==> config.mk <==
export PLATFORM = sky130hd
export DESIGN_NAME = fq_drr
export DESIGN_NICKNAME = d
export VERILOG_FILES = /design/src/rtl/fq_drr.sv
export SDC_FILE = /design/constraint.sdc
export NUM_CORES = 1
export LEC_CHECK = 0
export BUFFER_PORTS_ARGS = -buffer_cell sky130_fd_sc_hd__buf_2
export CAP_MARGIN = 20
export CORE_AREA = 3 3 232 234
export DETAILED_ROUTE_END_ITERATION = 12
export DIE_AREA = 0 0 235 237
export PLACE_DENSITY_LB_ADDON = 0.15
export SLEW_MARGIN = 20
export SYNTH_ARGS = -nofsm -noshare
export SYNTH_HDL_FRONTEND = slang
export SYNTH_SLANG_ARGS = --single-unit
export TNS_END_PERCENT = 30
==> constraint.sdc <==
create_clock -name clk -period 14.95 [get_ports clk]
set_input_delay 0.7475 -clock clk [delete_from_list [all_inputs] [get_ports clk]]
set_output_delay 0.7475 -clock clk [all_outputs]
set_load 0.1 [all_outputs]
==> src/rtl/fq_drr.sv <==
// rtl/fq_drr.sv - deficit round-robin scheduler merging N packet FIFOs onto one registered stream
// Define FQ_STATS_EN to add per-channel packet/word counters read back through stat_sel.
module fq_drr #(
  parameter int NUM_IN_LOG2 = 3,
  parameter int DATA_W      = 64,
  parameter int CNT_W       = 8,
  parameter int QUANTUM     = 16,
  parameter int DEF_W       = 12
) (
  input  logic                                  clk,
  input  logic                                  rst_n,
  output logic [(1<<NUM_IN_LOG2)-1:0]           fifo_rdreq,
  input  logic [(1<<NUM_IN_LOG2)-1:0]           fifo_empty,
  input  logic [(1<<NUM_IN_LOG2)*DATA_W-1:0]    fifo_data,
  output logic                                  out_valid,
  input  logic                                  out_ready,
  output logic [DATA_W-1:0]                     out_data,
  output logic                                  out_sop,
  output logic                                  out_eop,
  output logic [NUM_IN_LOG2-1:0]                out_chan
`ifdef FQ_STATS_EN
  ,
  input  logic [NUM_IN_LOG2-1:0]                stat_sel,
  output logic [31:0]                           stat_pkts,
  output logic [31:0]                           stat_words,
  input  logic                                  stat_clr
`endif
);

  localparam int N = 1 << NUM_IN_LOG2;
  localparam logic [DEF_W-1:0] DEF_MAX = {DEF_W{1'b1}};
  localparam logic [DEF_W:0]   QUANT_X = (DEF_W+1)'(QUANTUM);

  typedef enum logic [1:0] {S_IDLE, S_ARB, S_SEND, S_NEXT} state_e;

  state_e                 state_q, state_d;
  logic [NUM_IN_LOG2-1:0] rr_q, rr_d;
  logic [NUM_IN_LOG2-1:0] cur_q, cur_d;
  logic [DEF_W-1:0]       deficit_q [N];
  logic [DEF_W-1:0]       deficit_d [N];
  logic [CNT_W-1:0]       wcnt_q, wcnt_d;
  logic [CNT_W-1:0]       len_q, len_d;
  logic                   out_valid_q, out_valid_d;
  logic                   out_sop_q, out_sop_d;
  logic                   out_eop_q, out_eop_d;
  logic [DATA_W-1:0]      out_data_q, out_data_d;
  logic [NUM_IN_LOG2-1:0] out_chan_q, out_chan_d;

  logic [DATA_W-1:0]      cur_word;
  logic [CNT_W-1:0]       rr_len, cur_len;
  logic [DEF_W:0]         def_sum;
  logic [DEF_W-1:0]       def_sat;
  logic                   ld;
  logic                   last_word;

  // A zero length field still carries the header itself, so it counts as one word.
  function automatic logic [CNT_W-1:0] hdr_len(input logic [CNT_W-1:0] f);
    hdr_len = (f == '0) ? CNT_W'(1) : f;
  endfunction

  assign cur_word = fifo_data[int'(cur_q)*DATA_W +: DATA_W];
  assign cur_len  = hdr_len(cur_word[CNT_W-1:0]);
  assign rr_len   = hdr_len(fifo_data[int'(rr_q)*DATA_W +: CNT_W]);

  assign def_sum  = {1'b0, deficit_q[rr_q]} + QUANT_X;
  assign def_sat  = def_sum[DEF_W] ? DEF_MAX : def_sum[DEF_W-1:0];

  assign ld        = (!out_valid_q || out_ready) && (state_q == S_SEND) && !fifo_empty[cur_q];
  assign last_word = (wcnt_q == len_q - 1'b1);

  always_comb begin
    fifo_rdreq        = '0;
    fifo_rdreq[cur_q] = ld;
  end

  always_comb begin
    state_d     = state_q;
    rr_d        = rr_q;
    cur_d       = cur_q;
    wcnt_d      = wcnt_q;
    len_d       = len_q;
    for (int i = 0; i < N; i++) deficit_d[i] = deficit_q[i];
    out_valid_d = out_valid_q;
    out_sop_d   = out_sop_q;
    out_eop_d   = out_eop_q;
    out_data_d  = out_data_q;
    out_chan_d  = out_chan_q;

    if (ld) begin
      out_valid_d = 1'b1;
      out_data_d  = cur_word;
      out_sop_d   = (wcnt_q == '0);
      out_eop_d   = last_word;
      out_chan_d  = cur_q;
    end else if (out_ready) begin
      out_valid_d = 1'b0;
    end

    case (state_q)
      S_IDLE: begin
        if (!(&fifo_empty)) state_d = S_ARB;
      end
      S_ARB: begin
        if (fifo_empty[rr_q]) begin
          deficit_d[rr_q] = '0;
          rr_d            = rr_q + 1'b1;
          if (&fifo_empty) state_d = S_IDLE;
        end else if (DEF_W'(rr_len) <= def_sat) begin
          deficit_d[rr_q] = def_sat - DEF_W'(rr_len);
          cur_d           = rr_q;
          len_d           = rr_len;
          wcnt_d          = '0;
          state_d         = S_SEND;
        end else begin
          deficit_d[rr_q] = def_sat;
          rr_d            = rr_q + 1'b1;
        end
      end
      S_SEND: begin
        if (ld) begin
          if (last_word) state_d = S_NEXT;
          else           wcnt_d  = wcnt_q + 1'b1;
        end
      end
      // Bubble cycle: the popped FIFO now shows the next header, so remaining credit can be tested.
      S_NEXT: begin
        if (!fifo_empty[cur_q] && (deficit_q[cur_q] >= DEF_W'(cur_len))) begin
          deficit_d[cur_q] = deficit_q[cur_q] - DEF_W'(cur_len);
          len_d            = cur_len;
          wcnt_d           = '0;
          state_d          = S_SEND;
        end else begin
          rr_d    = cur_q + 1'b1;
          state_d = S_ARB;
        end
      end
      default: state_d = S_IDLE;
    endcase
  end

  always_ff @(posedge clk or negedge rst_n) begin
    if (!rst_n) begin
      state_q     <= S_IDLE;
      rr_q        <= '0;
      cur_q       <= '0;
      wcnt_q      <= '0;
      len_q       <= '0;
      for (int i = 0; i < N; i++) deficit_q[i] <= '0;
      out_valid_q <= 1'b0;
      out_sop_q   <= 1'b0;
      out_eop_q   <= 1'b0;
      out_data_q  <= '0;
      out_chan_q  <= '0;
    end else begin
      state_q     <= state_d;
      rr_q        <= rr_d;
      cur_q       <= cur_d;
      wcnt_q      <= wcnt_d;
      len_q       <= len_d;
      for (int i = 0; i < N; i++) deficit_q[i] <= deficit_d[i];
      out_valid_q <= out_valid_d;
      out_sop_q   <= out_sop_d;
      out_eop_q   <= out_eop_d;
      out_data_q  <= out_data_d;
      out_chan_q  <= out_chan_d;
    end
  end

  assign out_valid = out_valid_q;
  assign out_sop   = out_sop_q;
  assign out_eop   = out_eop_q;
  assign out_data  = out_data_q;
  assign out_chan  = out_chan_q;

`ifdef FQ_STATS_EN
  logic [31:0] stat_pkts_q [N];
  logic [31:0] stat_pkts_d [N];
  logic [31:0] stat_words_q [N];
  logic [31:0] stat_words_d [N];

  always_comb begin
    for (int i = 0; i < N; i++) begin
      stat_pkts_d[i]  = stat_pkts_q[i];
      stat_words_d[i] = stat_words_q[i];
    end
    if (stat_clr) begin
      for (int i = 0; i < N; i++) begin
        stat_pkts_d[i]  = '0;
        stat_words_d[i] = '0;
      end
    end else if (ld) begin
      stat_words_d[cur_q] = stat_words_q[cur_q] + 32'd1;
      if (last_word) stat_pkts_d[cur_q] = stat_pkts_q[cur_q] + 32'd1;
    end
  end

  always_ff @(posedge clk or negedge rst_n) begin
    if (!rst_n) begin
      for (int i = 0; i < N; i++) begin
        stat_pkts_q[i]  <= '0;
        stat_words_q[i] <= '0;
      end
    end else begin
      for (int i = 0; i < N; i++) begin
        stat_pkts_q[i]  <= stat_pkts_d[i];
        stat_words_q[i] <= stat_words_d[i];
      end
    end
  end

  assign stat_pkts  = stat_pkts_q[stat_sel];
  assign stat_words = stat_words_q[stat_sel];
`endif

endmodule

### Yosys cells after proc, flatten, opt, wreduce, memory -nomap -nowiden

Cells that the tools add are included.

| operators by class | value |
|---|---|
| bitwise operators | 6 |
| reductions and logical operators | 23 |
| equality and inequality tests | 15 |
| $add $sub $neg | 7 |
| mux-type cells | 50 |
| $lt $le $gt $ge | 9 |
| shifts and indexed selects | 2 |

Operators with widths:

| operator | count |
|---|---|
| $shiftx 512x10->64 | 1 |
| $shiftx 512x10->8 | 1 |
| $bwmux 96 | 3 |
| $mux 96 | 3 |
| $pmux 96 s2 | 1 |
| $and 96x96->96 | 1 |
| $not 96->96 | 1 |
| $mux 12 | 7 |
| $mux 8 | 10 |
| $bmux 12 s3 | 2 |
| $demux 12 s3 | 2 |
| $logic_not 8->1 | 3 |
| $pmux 8 s3 | 1 |
| $sub 12x8->12 | 2 |
| $ne 2x2->1 const B | 8 |
| $pmux 8 s2 | 1 |
| $mux 2 | 7 |
| $add 12x5->13 const B | 1 |
| $ge 12x8->1 | 1 |
| $le 8x12->1 | 1 |
| $mux 3 | 3 |
| $ne 3x3->1 const B | 3 |
| $add 8x1->8 const B | 1 |
| $and 8x8->8 | 1 |
| 28 further kinds | 47 |

| storage, ports and cells | value |
|---|---|
| logic and storage cells | 130 |
| flip-flop bits (word level) | 190 |
| output and inout port bits | 78 |
| input port bits | 523 |

### Longest topological paths before layout

| logic depth | value |
|---|---|
| depth after elaboration | 11 |
| depth in mapped cells | 25 |
| mapped depth without buffers | 19 |

### Least setup slack after synthesis

No wires, ideal clock.

| timing path | value |
|---|---|
| path kind | reg-to-reg |
| start | register cur_q[0] |
| end | register deficit_q[86] (netlist bit) |
| slack | 9.700 ns |
| arrival time | 5.112 ns |
| stages on the path, launching flop included | 22 |
| clock period less this slack | 5.250 ns |
| cell sequence | dfrtp_1 > buf_2 > buf_1 > buf_1 > mux4_2 > mux2i_1 > nand4_1 > o21ai_0 > ha_1 > inv_1 > fa_1 > a21o_1 > a21oi_1 > a21oi_1 > nand4bb_1 > and3_1 > clkbuf_1 > buf_2 > nand2_1 > nor2_1 > a22oi_1 > o21ai_0 |

| on the way | value |
|---|---|
| cells in the longest elaborated chain, start to end | 8 |
| elaborated cells between the ends (all ways) | 23 |
| classes of those cells | add/sub (1); order compare (3); eq/ne (1); shift (1); mux (11); bitwise (1); reduce/logical (5) |

RTL lines:

| element | RTL line | text |
|---|---|---|
| start, declared | 38 | `logic [NUM_IN_LOG2-1:0] cur_q, cur_d;` |
| start signal, assigned | 157 | `cur_q <= cur_d;` |
| branches (longest 8 deep; another with $sub 12x8->12) | n/a |  |
| end, declared | 39 | `logic [DEF_W-1:0] deficit_q [N];` |

Several ways; the timed one is not identified. The select of a mux whose other input is x is not followed.
A chain may end at the register's enable or synchronous reset.

### Worst setup path after layout

| timing path | value |
|---|---|
| start | register cur_q[0] |
| end | register deficit_q[2] (netlist bit) |

Same word-level chain as after synthesis.

==> run metrics <==
via density per instance=6.490; post-synthesis cell count=1642; Max Slew Vio Count=0; Max-slew headroom=0.2037; met2 routed WL=46.81 mm; initial antenna violation count=42; Worst Path Arrival=7830 ps; first-pass GRT wire length=145.5 mm; Max Buffers Root-to-Sink=2; H-tree lvl count=4; Clock Skew=14.57 ps; cts hold-fix bufs=0; Num CTS Buffers=17; Die Height=237 um; GRT overflow=0; Die W=235 um; FP Rows=84; Clock Pin Slew Worst Setup and Hold Paths=80 ps; Max FO, Critical Path=49; Die Area=0.05570 mm^2; clock sinks=190; fin crit share=0.4996; ratio of cells with drive above 1 in the final layout=0.3554; Worst-Skew Late Latency=520 ps; post-synth cell types=81; 1st-iter DRT viols=2528; footprint of the multi-input gates=0.009273 mm^2; CP max stage delay=920 ps; metal3 WL=13.70 mm; worst slew pin tran=1184 ps; worst reg-to-reg path cell count=19; wire per inst=37.29 um; highest routed layer=met5; Setup crit end kind=register; pin count of the biggest net entering global routing=97; area of the core=0.05224 mm^2; nets=2705; HP Class=in -> async; DR DRC count=0; Warnings, synthesis=0; number of synthesized flops with an enable pin=0; slack of the worst reg-to-reg path=7480 ps; setup_tns=0 ps; worst path cell trace=buf_4 > clkinv_1 > nor3_2 > buf_4 > a22o_1 > a221oi_1 > and3_1 > ha_1 > inv_1 > fa_1 > a21o_1 > a21oi_1 > a21oi_1 > nand4bb_1 > and3_2 > o21ai_0 > nand2b_1 > a22oi_1 > o21ai_0; Post-CTS Setup Inserts=0; delay-heaviest family, CP=simple AND/OR/NAND/NOR gates; #FFs+latches synth=190; Mapped Avg Cell Area=8.902 um^2; Final Hold Viols=0; CTS tree=done; fmax=133.9 MHz; vias in the first global route=17.79k; Synthesized Nets=2188; Synth Cell Area=0.01462 mm^2; Final GP Congestion=1.044; CP max-delay cell=and3_2; WL met1=42.23 mm; Finish-stage setup viols=0; IO Pins=601; ys flop type=dfrtp_1; Post-DRT Antenna Nets=0; post-cts repair resize count=0; async set-reset flop share out of synthesis=1.000; DPL Wire Length=82.37 mm; GRT Overall Usage=0.3698; fillers=5503; startpoint types=register; setup repair after global routing missed its margin=false; sequential area share after synthesis=0.3253; post-layout min period=7469 ps; reg2reg start=cur_q[0]; crit path kind=reg -> reg; final WL=107.2 mm; Area growth syn-to-layout=29.99%; status=finished clean; Required @ worst endpoint=15310 ps; Worst Path Buf+Inv=4; # Max-Cap Violations=0; worst r2r dst=deficit_q[2]; DR vias=18.66k; Sequential Area=0.004756 mm^2; Initial Utilization=0.2798; drt pass-1 iters=6; CTS root buffer=clkbuf_16; Port Buffers=600
==> routing by layer <==
layer,up-vias,GRT usage
met5,-,0.02597
met4,10,0.1311
met3,240,0.1513
met2,1310,0.5593
met1,9451,0.4731
li1,7647,-
==> registers in the layout, indices dropped and copies added (netlist names) <==
signal / count
deficit_q: 96
out_data: 64
len_q: 8
wcnt_q: 8
cur_q: 3
out_chan: 3
rr_q: 3
state_q: 2
out_eop: 1
out_sop: 1
out_valid: 1
==> cells in the final DEF, fill, tap and decap left out, types with 47 or more instances in the layout <==
cell type and count:
a21oi_1 62, dfrtp_1 189, buf_2 599, a31oi_1 59, nand2_1 106, nor2_1 145, a22o_1 126, o21ai_0 101
a22oi_1 87, buf_4 47, a221oi_1 126
==> per-stage QoR <==
step	util	hold slack [ps]	std cells	instance area (um^2)	worst slack, ps
global route	0.3635	256.2	2870	18990	7284
finish	0.3638	233.9	2875	19000	7481
global placement	0.3508	460.4	2828	18320	7642
CTS	0.3631	235.9	2860	18960	7693
detailed placement	0.3509	469.6	2828	18330	7712
floorplan	-	451.9	1642	14620	9700
==> cell type report <==
type | count | share of cell area
Antenna cell | 15 | 0.001975
Clock buffer | 18 | 0.02311
Clock inverter | 14 | 0.01034
Inverter | 20 | 0.003951
Multi-Input combinational cell | 1283 | 0.4880
Sequential cell | 190 | 0.2503
Tap cell | 688 | 0.04530
Timing Repair Buffer | 647 | 0.1771
==> synthesized netlist by cell type, types with 5 or more instances <==
library cell  count  area share
o22ai_1          23      0.0098
o211ai_1         10      0.0051
and3_1           16      0.0068
xor2_1            9      0.0054
mux2i_1          27       0.018
a221oi_1        126       0.075
buf_1            21      0.0054
a21oi_1          62       0.021
o21ai_1           6      0.0021
buf_2            10      0.0034
a21o_1           22       0.011
nor4_1            7      0.0030
inv_1            19      0.0049
o21a_1            8      0.0041
o31ai_1          10      0.0051
o221ai_1         10      0.0060
clkbuf_1        112       0.029
a22oi_1          87       0.045
o21ai_0         101       0.035
nand2b_1         16      0.0068
nand3_1          36       0.012
nand2_1         107       0.027
nor2_1          152       0.039
a221o_1          37       0.025
ha_1             21       0.018
nor2b_1           8      0.0034
mux4_2           32       0.049
dfrtp_1         190        0.33
a22o_1          126       0.075
nor3_1           22      0.0075
and4_1            5      0.0030
a31oi_1          59       0.025
mux2_2           12      0.0092
or3_1            17      0.0073
xnor2_1          19       0.011
nand4_1          15      0.0064
or2_2             7      0.0030
==> how the worst max path moves through the flow <==
stage,start,end,slack (ps),cells past startpoint
finish,cur_q[0],deficit_q[2],7480,19
global route,cur_q[0],deficit_q[2],7280,19
CTS,cur_q[0],deficit_q[2],7690,19
detailed placement,cur_q[0],deficit_q[2],7710,19
global placement,cur_q[0],deficit_q[7],7640,18
floorplan,cur_q[0],deficit_q[86],9700,21
==> logic make-up (layout without fill, tap and decap cells) <==
kind of cell / count (synthesis) / in the layout / share of synthesized area
mux: 75 / 75 / 0.08166
buf+inv: 169 / 699 / 0.04588
xor+xnor: 28 / 28 / 0.01678
compound gates: 722 / 722 / 0.3681
flops: 190 / 190 / 0.3253
simple gates: 435 / 435 / 0.1416
fa+ha+maj: 23 / 23 / 0.02071
other cells: 0 / 15 / 0
Power is not shown: default switching activity piles up to over one toggle a cycle in this logic, so the estimate is an artifact.
